$ cat src/rtl/alu_wide_sequencer.sv
// rtl/alu_wide_sequencer.sv - multi-slice sequencer driving a narrow shared ALU for wide ops
module alu_wide_sequencer #(
    parameter int DATA_WIDTH = 32,
    parameter int WORDS      = 2
) (
    input  logic                          i_clk,
    input  logic                          i_rst,
    input  logic                          i_req_valid,
    output logic                          o_req_ready,
    input  logic [3:0]                    i_req_op,
    input  logic [DATA_WIDTH*WORDS-1:0]   i_req_a,
    input  logic [DATA_WIDTH*WORDS-1:0]   i_req_b,
    output logic                          o_rsp_valid,
    input  logic                          i_rsp_ready,
    output logic [DATA_WIDTH*WORDS-1:0]   o_rsp_result,
    output logic [3:0]                    o_rsp_status,
    output logic [3:0]                    o_alu_control,
    output logic [DATA_WIDTH-1:0]         o_alu_a,
    output logic [DATA_WIDTH-1:0]         o_alu_b,
    output logic [3:0]                    o_alu_si,
    input  logic [DATA_WIDTH-1:0]         i_alu_out,
    input  logic [3:0]                    i_alu_so
);

    // ALU operation codes shared with the ALU
    localparam logic [3:0] ALU_ADD  = 4'd0;
    localparam logic [3:0] ALU_SUB  = 4'd1;
    localparam logic [3:0] ALU_AND  = 4'd2;
    localparam logic [3:0] ALU_OR   = 4'd3;
    localparam logic [3:0] ALU_XOR  = 4'd4;
    localparam logic [3:0] ALU_XNOR = 4'd5;
    localparam logic [3:0] ALU_NOR  = 4'd6;
    localparam logic [3:0] ALU_NAND = 4'd7;

    // Status bit positions: {V,N,Z,C}
    localparam int STATUS_C_BIT = 0;
    localparam int STATUS_Z_BIT = 1;
    localparam int STATUS_N_BIT = 2;
    localparam int STATUS_V_BIT = 3;

    localparam int W  = DATA_WIDTH * WORDS;
    localparam int KW = (WORDS > 1) ? $clog2(WORDS) : 1;

    typedef enum logic [1:0] {
        S_IDLE = 2'd0,
        S_RUN  = 2'd1,
        S_DONE = 2'd2
    } state_t;

    state_t              r_state;
    logic [3:0]          r_op;
    logic [W-1:0]        r_a;
    logic [W-1:0]        r_b;
    logic [KW-1:0]       r_k;
    logic                r_carry;
    logic                r_zacc;
    logic                r_req_ready;
    logic                r_rsp_valid;
    logic [W-1:0]        r_result;
    logic [3:0]          r_status;

    logic [DATA_WIDTH-1:0] w_a_slice;
    logic [DATA_WIDTH-1:0] w_b_slice;
    logic                  w_last;
    logic                  w_req_supported;
    logic                  w_op_is_logic;
    logic                  w_slice_z;

    assign w_a_slice       = r_a[r_k*DATA_WIDTH +: DATA_WIDTH];
    assign w_b_slice       = r_b[r_k*DATA_WIDTH +: DATA_WIDTH];
    assign w_last          = (r_k == KW'(WORDS - 1));
    assign w_req_supported = (i_req_op <= ALU_NAND);
    assign w_op_is_logic   = (r_op != ALU_ADD) && (r_op != ALU_SUB);
    assign w_slice_z       = r_zacc & i_alu_so[STATUS_Z_BIT];

    assign o_req_ready  = r_req_ready;
    assign o_rsp_valid  = r_rsp_valid;
    assign o_rsp_result = r_result;
    assign o_rsp_status = r_status;

    // Present the current slice to the ALU while running; idle drive is a harmless AND of zeros
    always_comb begin
        o_alu_control = ALU_AND;
        o_alu_a       = '0;
        o_alu_b       = '0;
        o_alu_si      = '0;
        if (r_state == S_RUN) begin
            o_alu_a = w_a_slice;
            case (r_op)
                ALU_ADD: begin
                    o_alu_control              = ALU_ADD;
                    o_alu_b                    = w_b_slice;
                    o_alu_si[STATUS_C_BIT]     = r_carry;
                end
                ALU_SUB: begin
                    // A - B done as A + ~B + 1; the +1 is the carry preset at accept
                    o_alu_control              = ALU_ADD;
                    o_alu_b                    = ~w_b_slice;
                    o_alu_si[STATUS_C_BIT]     = r_carry;
                end
                default: begin
                    o_alu_control              = r_op;
                    o_alu_b                    = w_b_slice;
                end
            endcase
        end
    end

    // Sequencer FSM: accept, walk slices LS first with carry chaining, hold response
    always_ff @(posedge i_clk or posedge i_rst) begin
        if (i_rst) begin
            r_state     <= S_IDLE;
            r_op        <= ALU_AND;
            r_a         <= '0;
            r_b         <= '0;
            r_k         <= '0;
            r_carry     <= 1'b0;
            r_zacc      <= 1'b0;
            r_req_ready <= 1'b1;
            r_rsp_valid <= 1'b0;
            r_result    <= '0;
            r_status    <= '0;
        end else begin
            case (r_state)
                S_IDLE: begin
                    if (i_req_valid) begin
                        r_op        <= i_req_op;
                        r_a         <= i_req_a;
                        r_b         <= i_req_b;
                        r_k         <= '0;
                        r_carry     <= (i_req_op == ALU_SUB);
                        r_zacc      <= 1'b1;
                        r_result    <= '0;
                        r_status    <= '0;
                        r_req_ready <= 1'b0;
                        if (w_req_supported) begin
                            r_state <= S_RUN;
                        end else begin
                            // Unknown op: answer immediately with zero result and status
                            r_rsp_valid <= 1'b1;
                            r_state     <= S_DONE;
                        end
                    end
                end
                S_RUN: begin
                    r_result[r_k*DATA_WIDTH +: DATA_WIDTH] <= i_alu_out;
                    r_carry <= i_alu_so[STATUS_C_BIT];
                    r_zacc  <= w_slice_z;
                    if (w_last) begin
                        r_status[STATUS_V_BIT] <= w_op_is_logic ? 1'b0 : i_alu_so[STATUS_V_BIT];
                        r_status[STATUS_N_BIT] <= i_alu_so[STATUS_N_BIT];
                        r_status[STATUS_Z_BIT] <= w_slice_z;
                        r_status[STATUS_C_BIT] <= w_op_is_logic ? 1'b0 : i_alu_so[STATUS_C_BIT];
                        r_rsp_valid            <= 1'b1;
                        r_state                <= S_DONE;
                    end else begin
                        r_k <= r_k + 1'b1;
                    end
                end
                S_DONE: begin
                    if (i_rsp_ready) begin
                        r_rsp_valid <= 1'b0;
                        r_req_ready <= 1'b1;
                        r_state     <= S_IDLE;
                    end
                end
                default: begin
                    r_state     <= S_IDLE;
                    r_req_ready <= 1'b1;
                    r_rsp_valid <= 1'b0;
                end
            endcase
        end
    end

endmodule

$ cat config.mk
export PLATFORM = sky130hd
export DESIGN_NAME = alu_wide_sequencer
export DESIGN_NICKNAME = d
export VERILOG_FILES = /design/src/rtl/alu_wide_sequencer.sv
export SDC_FILE = /design/constraint.sdc
export NUM_CORES = 1
export LEC_CHECK = 0
export CORE_UTILIZATION = 49
export DETAILED_ROUTE_END_ITERATION = 6
export GPL_ROUTABILITY_DRIVEN = 0
export PLACE_DENSITY = 0.94
export SLEW_MARGIN = 20
export SYNTH_ARGS = -nofsm -noshare
export SYNTH_HDL_FRONTEND = slang
export SYNTH_SLANG_ARGS = --single-unit
$ cat constraint.sdc
create_clock -name i_clk -period 15.7 [get_ports i_clk]
set_clock_uncertainty 0.1 [all_clocks]
set_input_delay 3.14 -clock i_clk [delete_from_list [all_inputs] [get_ports i_clk]]
set_output_delay 3.14 -clock i_clk [all_outputs]
set_load 0.005 [all_outputs]
==> results.py <==
metrics = {
    "floorplanning": {
        "core-area_sq_mm": 0.01790,
        "rows": 49,
        "start_util_pct": 49.89,
        "die_h_um": 137.0,
        "die_w_um": 137.0,
        "die-area_sq_mm": 0.01877,
        "io_pins": 314,
    },
    "timing": {
        "period_needed_ps": 6397,
        "tightest_slew_ps": 1024,
        "hold_slack_ps": 389.9,
        "finalMaxSlewViolations": 0,
        "final.setup.tns_ps": 0,
        "final-hold-violation-count": 0,
        "rsz0062_at_grt": "false",
        "slew_headroom_pct": 31.74,
        "clock.fmax_ghz": 0.1563,
        "setup_violations": 0,
        "fin_ws_ps": 9303,
        "period_share_pct": 40.74,
    },
    "run": {
        "maxCapViolCount": 0,
    },
    "clocking": {
        "cts_resized": 0,
        "clock_latency_ps": 490,
        "htree_levels": 1,
        "clock-root-buffer": "clkbuf_16",
        "cts_hold_buf": 0,
        "cts_tree": "built",
        "clockBufferDepth": 3,
        "numCtsBuffers": 23,
        "cts_sinks": 207,
        "clkTransAtPathRegs_ps": 60,
        "postCtsSetupRepairBufs": 0,
    },
    "logic_synthesis": {
        "synth_edf_count": 0,
        "synth.cell_area_sq_mm": 0.008931,
        "synth_cells": 629,
        "synth_top_area_share_pct": 57.44,
        "synth.distinct_cells": 33,
        "yosys.area.top_type": "dfrtp_1",
        "syn_avg_cell_area_sq_um": 14.20,
        "ys_top_cells_by_count": "dfrtp_1 (205), mux2_2 (135), a22o_1 (96), nor2_1 (38)",
        "ys_ff_latch": 207,
        "synth_area_leaders": "dfrtp_1 (57%), mux2_2 (17%), a22o_1 (9.4%), mux2i_1 (3.6%), xor2_1 (3.1%)",
        "ys.flop_type": "dfrtp_1",
        "yosysMostFrequentCell": "dfrtp_1",
        "yosysWarnings": 0,
        "synthArstFlopShare_pct": 100.0,
        "seq_area_frac_synth_pct": 58.03,
    },
    "pwr": {
        "p_sw_share_pct": 31.30,
        "powerDensity_mw_per_mm2": 190.8,
        "power_frac_clock_pct": 21.6,
        "p_sw_mw": 0.7642,
        "irDropWorstVdd_mv": 0.1101,
        "p_leak_nw": 5.513,
        "finalPower_mw": 2.441,
        "pwr-share-comb_pct": 40.4,
        "seqPwrFrac_pct": 38.0,
        "p_int_mw": 1.677,
    },
    "grt": {
        "antenna_found_initial": 0,
        "grt_pass1_vias": 6879,
        "grt_max_degree": 138,
        "grt_use_total_pct": 24.42,
        "grt_first_pass_wirelength_mm": 35.64,
        "grt.overflow.total": 0,
    },
    "final_layout": {
        "fin_nets": 1097,
        "drive_gt1_share_pct": 20.43,
        "final_cell_area_sq_mm": 0.01280,
        "utilization_pct": 71.49,
        "synthToLayoutAreaGrowth_pct": 43.30,
        "final_cells": 1170,
    },
    "route": {
        "firstDrtPassIters": 4,
        "routed_via_density": 5.500,
        "routedWlPerCell_um": 20.21,
        "drt_iter0_markers": 268,
        "routed-via-count": 6435,
        "drtAntennaViolNets": 0,
        "routed_wirelength_mm": 23.64,
        "route.detailed.drc": 0,
    },
    "setup_path": {
        "cp_cell_sequence": "nand2b_1 -> buf_4 -> nor2_4 -> buf_4 -> a22o_1 -> clkdlybuf4s50_1",
        "crit_fanout": 62,
        "crit_arrival_ps": 3160,
        "start_kind": "flop",
        "crit_top_cell": "buf_4",
        "worst-setup-path-type": "reg2out",
        "cpPeakStageDelay_ps": 600,
        "crit_path_end_kind": "output port",
        "critPathRequiredTime_ps": 12460,
        "crit_path_top_delay_cell": "buf_4",
    },
    "placement": {
        "port_buffers": 310,
        "preCtsSetupSlack_ps": 9652,
        "place_hpwl_mm": 15.48,
        "placed_cell_area_sq_mm": 0.01205,
        "dpl.cell_count": 1129,
    },
    "hold_path": {
        "hp-class": "reg2reg",
    },
    "outcome": {
        "status": "finished, final reports clean",
    },
}
## metal layers
layer | global-route usage, % | wire, um
met1 | 27.77 | 8934
met3 | 7.370 | 2110
met2 | 43.29 | 11930
met4 | 8.486 | 663
met5 | 0 | 0
## path summary, 6_finish.rpt
path | cells after the start | endpoint | slack, ps | start
worst max-delay path | 6 | o_alu_a[31] | 9300 | r_state[1]
worst min-delay path | 1 | r_zacc | 390 | r_zacc
worst max register to register | 4 | r_a[5] | 12720 | r_state[0]
worst min register to register | 1 | r_zacc | 390 | r_zacc
max in group asynchronous | 3 | r_k | 10760 | i_rst
min in group asynchronous | 2 | o_rsp_result[53] | 3170 | i_rst
## area by class of cell
class	count	area, sq um
clock inverter	11	116.4
tap	229	286.5
clock buffer	29	628.1
antenna	1	2.502
sequential	207	5184
inverter	3	18.77
timing repair buffer	320	3178
multi-input combinational	370	3385
fill	1208	5104
## power groups by stage
stage | logic (mW) | registers, mW | clock network (mW)
after floorplan | 0.615 | 0.889 | 0
after global placement | 0.955 | 0.914 | 0
after detailed placement | 0.982 | 0.930 | 0
after CTS | 0.994 | 0.926 | 0.539
after global routing | 1.06 | 0.955 | 0.560
final | 0.986 | 0.928 | 0.528
## flip-flops by register name, summed over array words and instances (netlist names), 2 cells and up
name	cells
o_rsp_status	4
r_a	64
r_state	2
o_rsp_result	64
r_b	64
r_op	4
## worst max-delay path: cells and delay by family, from the launching register on
| family | cells | cell delay (ps) |
|---|---|---|
| AND/OR/NAND/NOR | 2 | 390 |
| flip-flops | 1 | 520 |
| buffers and inverters | 3 | 1400 |
| AO/OA/AOI/OAI | 1 | 280 |
## cells by family (layout without fill, tap and decap cells)
family | after synthesis | count (layout) | synth area share, %
xor+xnor | 32 | 32 | 3.138
mux | 167 | 167 | 20.61
buf+inv | 54 | 363 | 4.301
simple gates | 61 | 61 | 3.586
other cells | 1 | 4 | 0.04199
compound gates | 107 | 107 | 10.30
flops | 207 | 207 | 58.03
## layout by cell type, fill, tap and decap left out, types with 4 or more instances in the layout
cell type / instances
clkdlybuf4s50_1: 310
dfrtp_1: 204
mux2_2: 135
a22o_1: 96
nor2_1: 38
mux2i_1: 32
xor2_1: 32
clkbuf_16: 23
buf_4: 10
clkinv_2: 5
and3_1: 4
(Power assumes the default switching activity.)
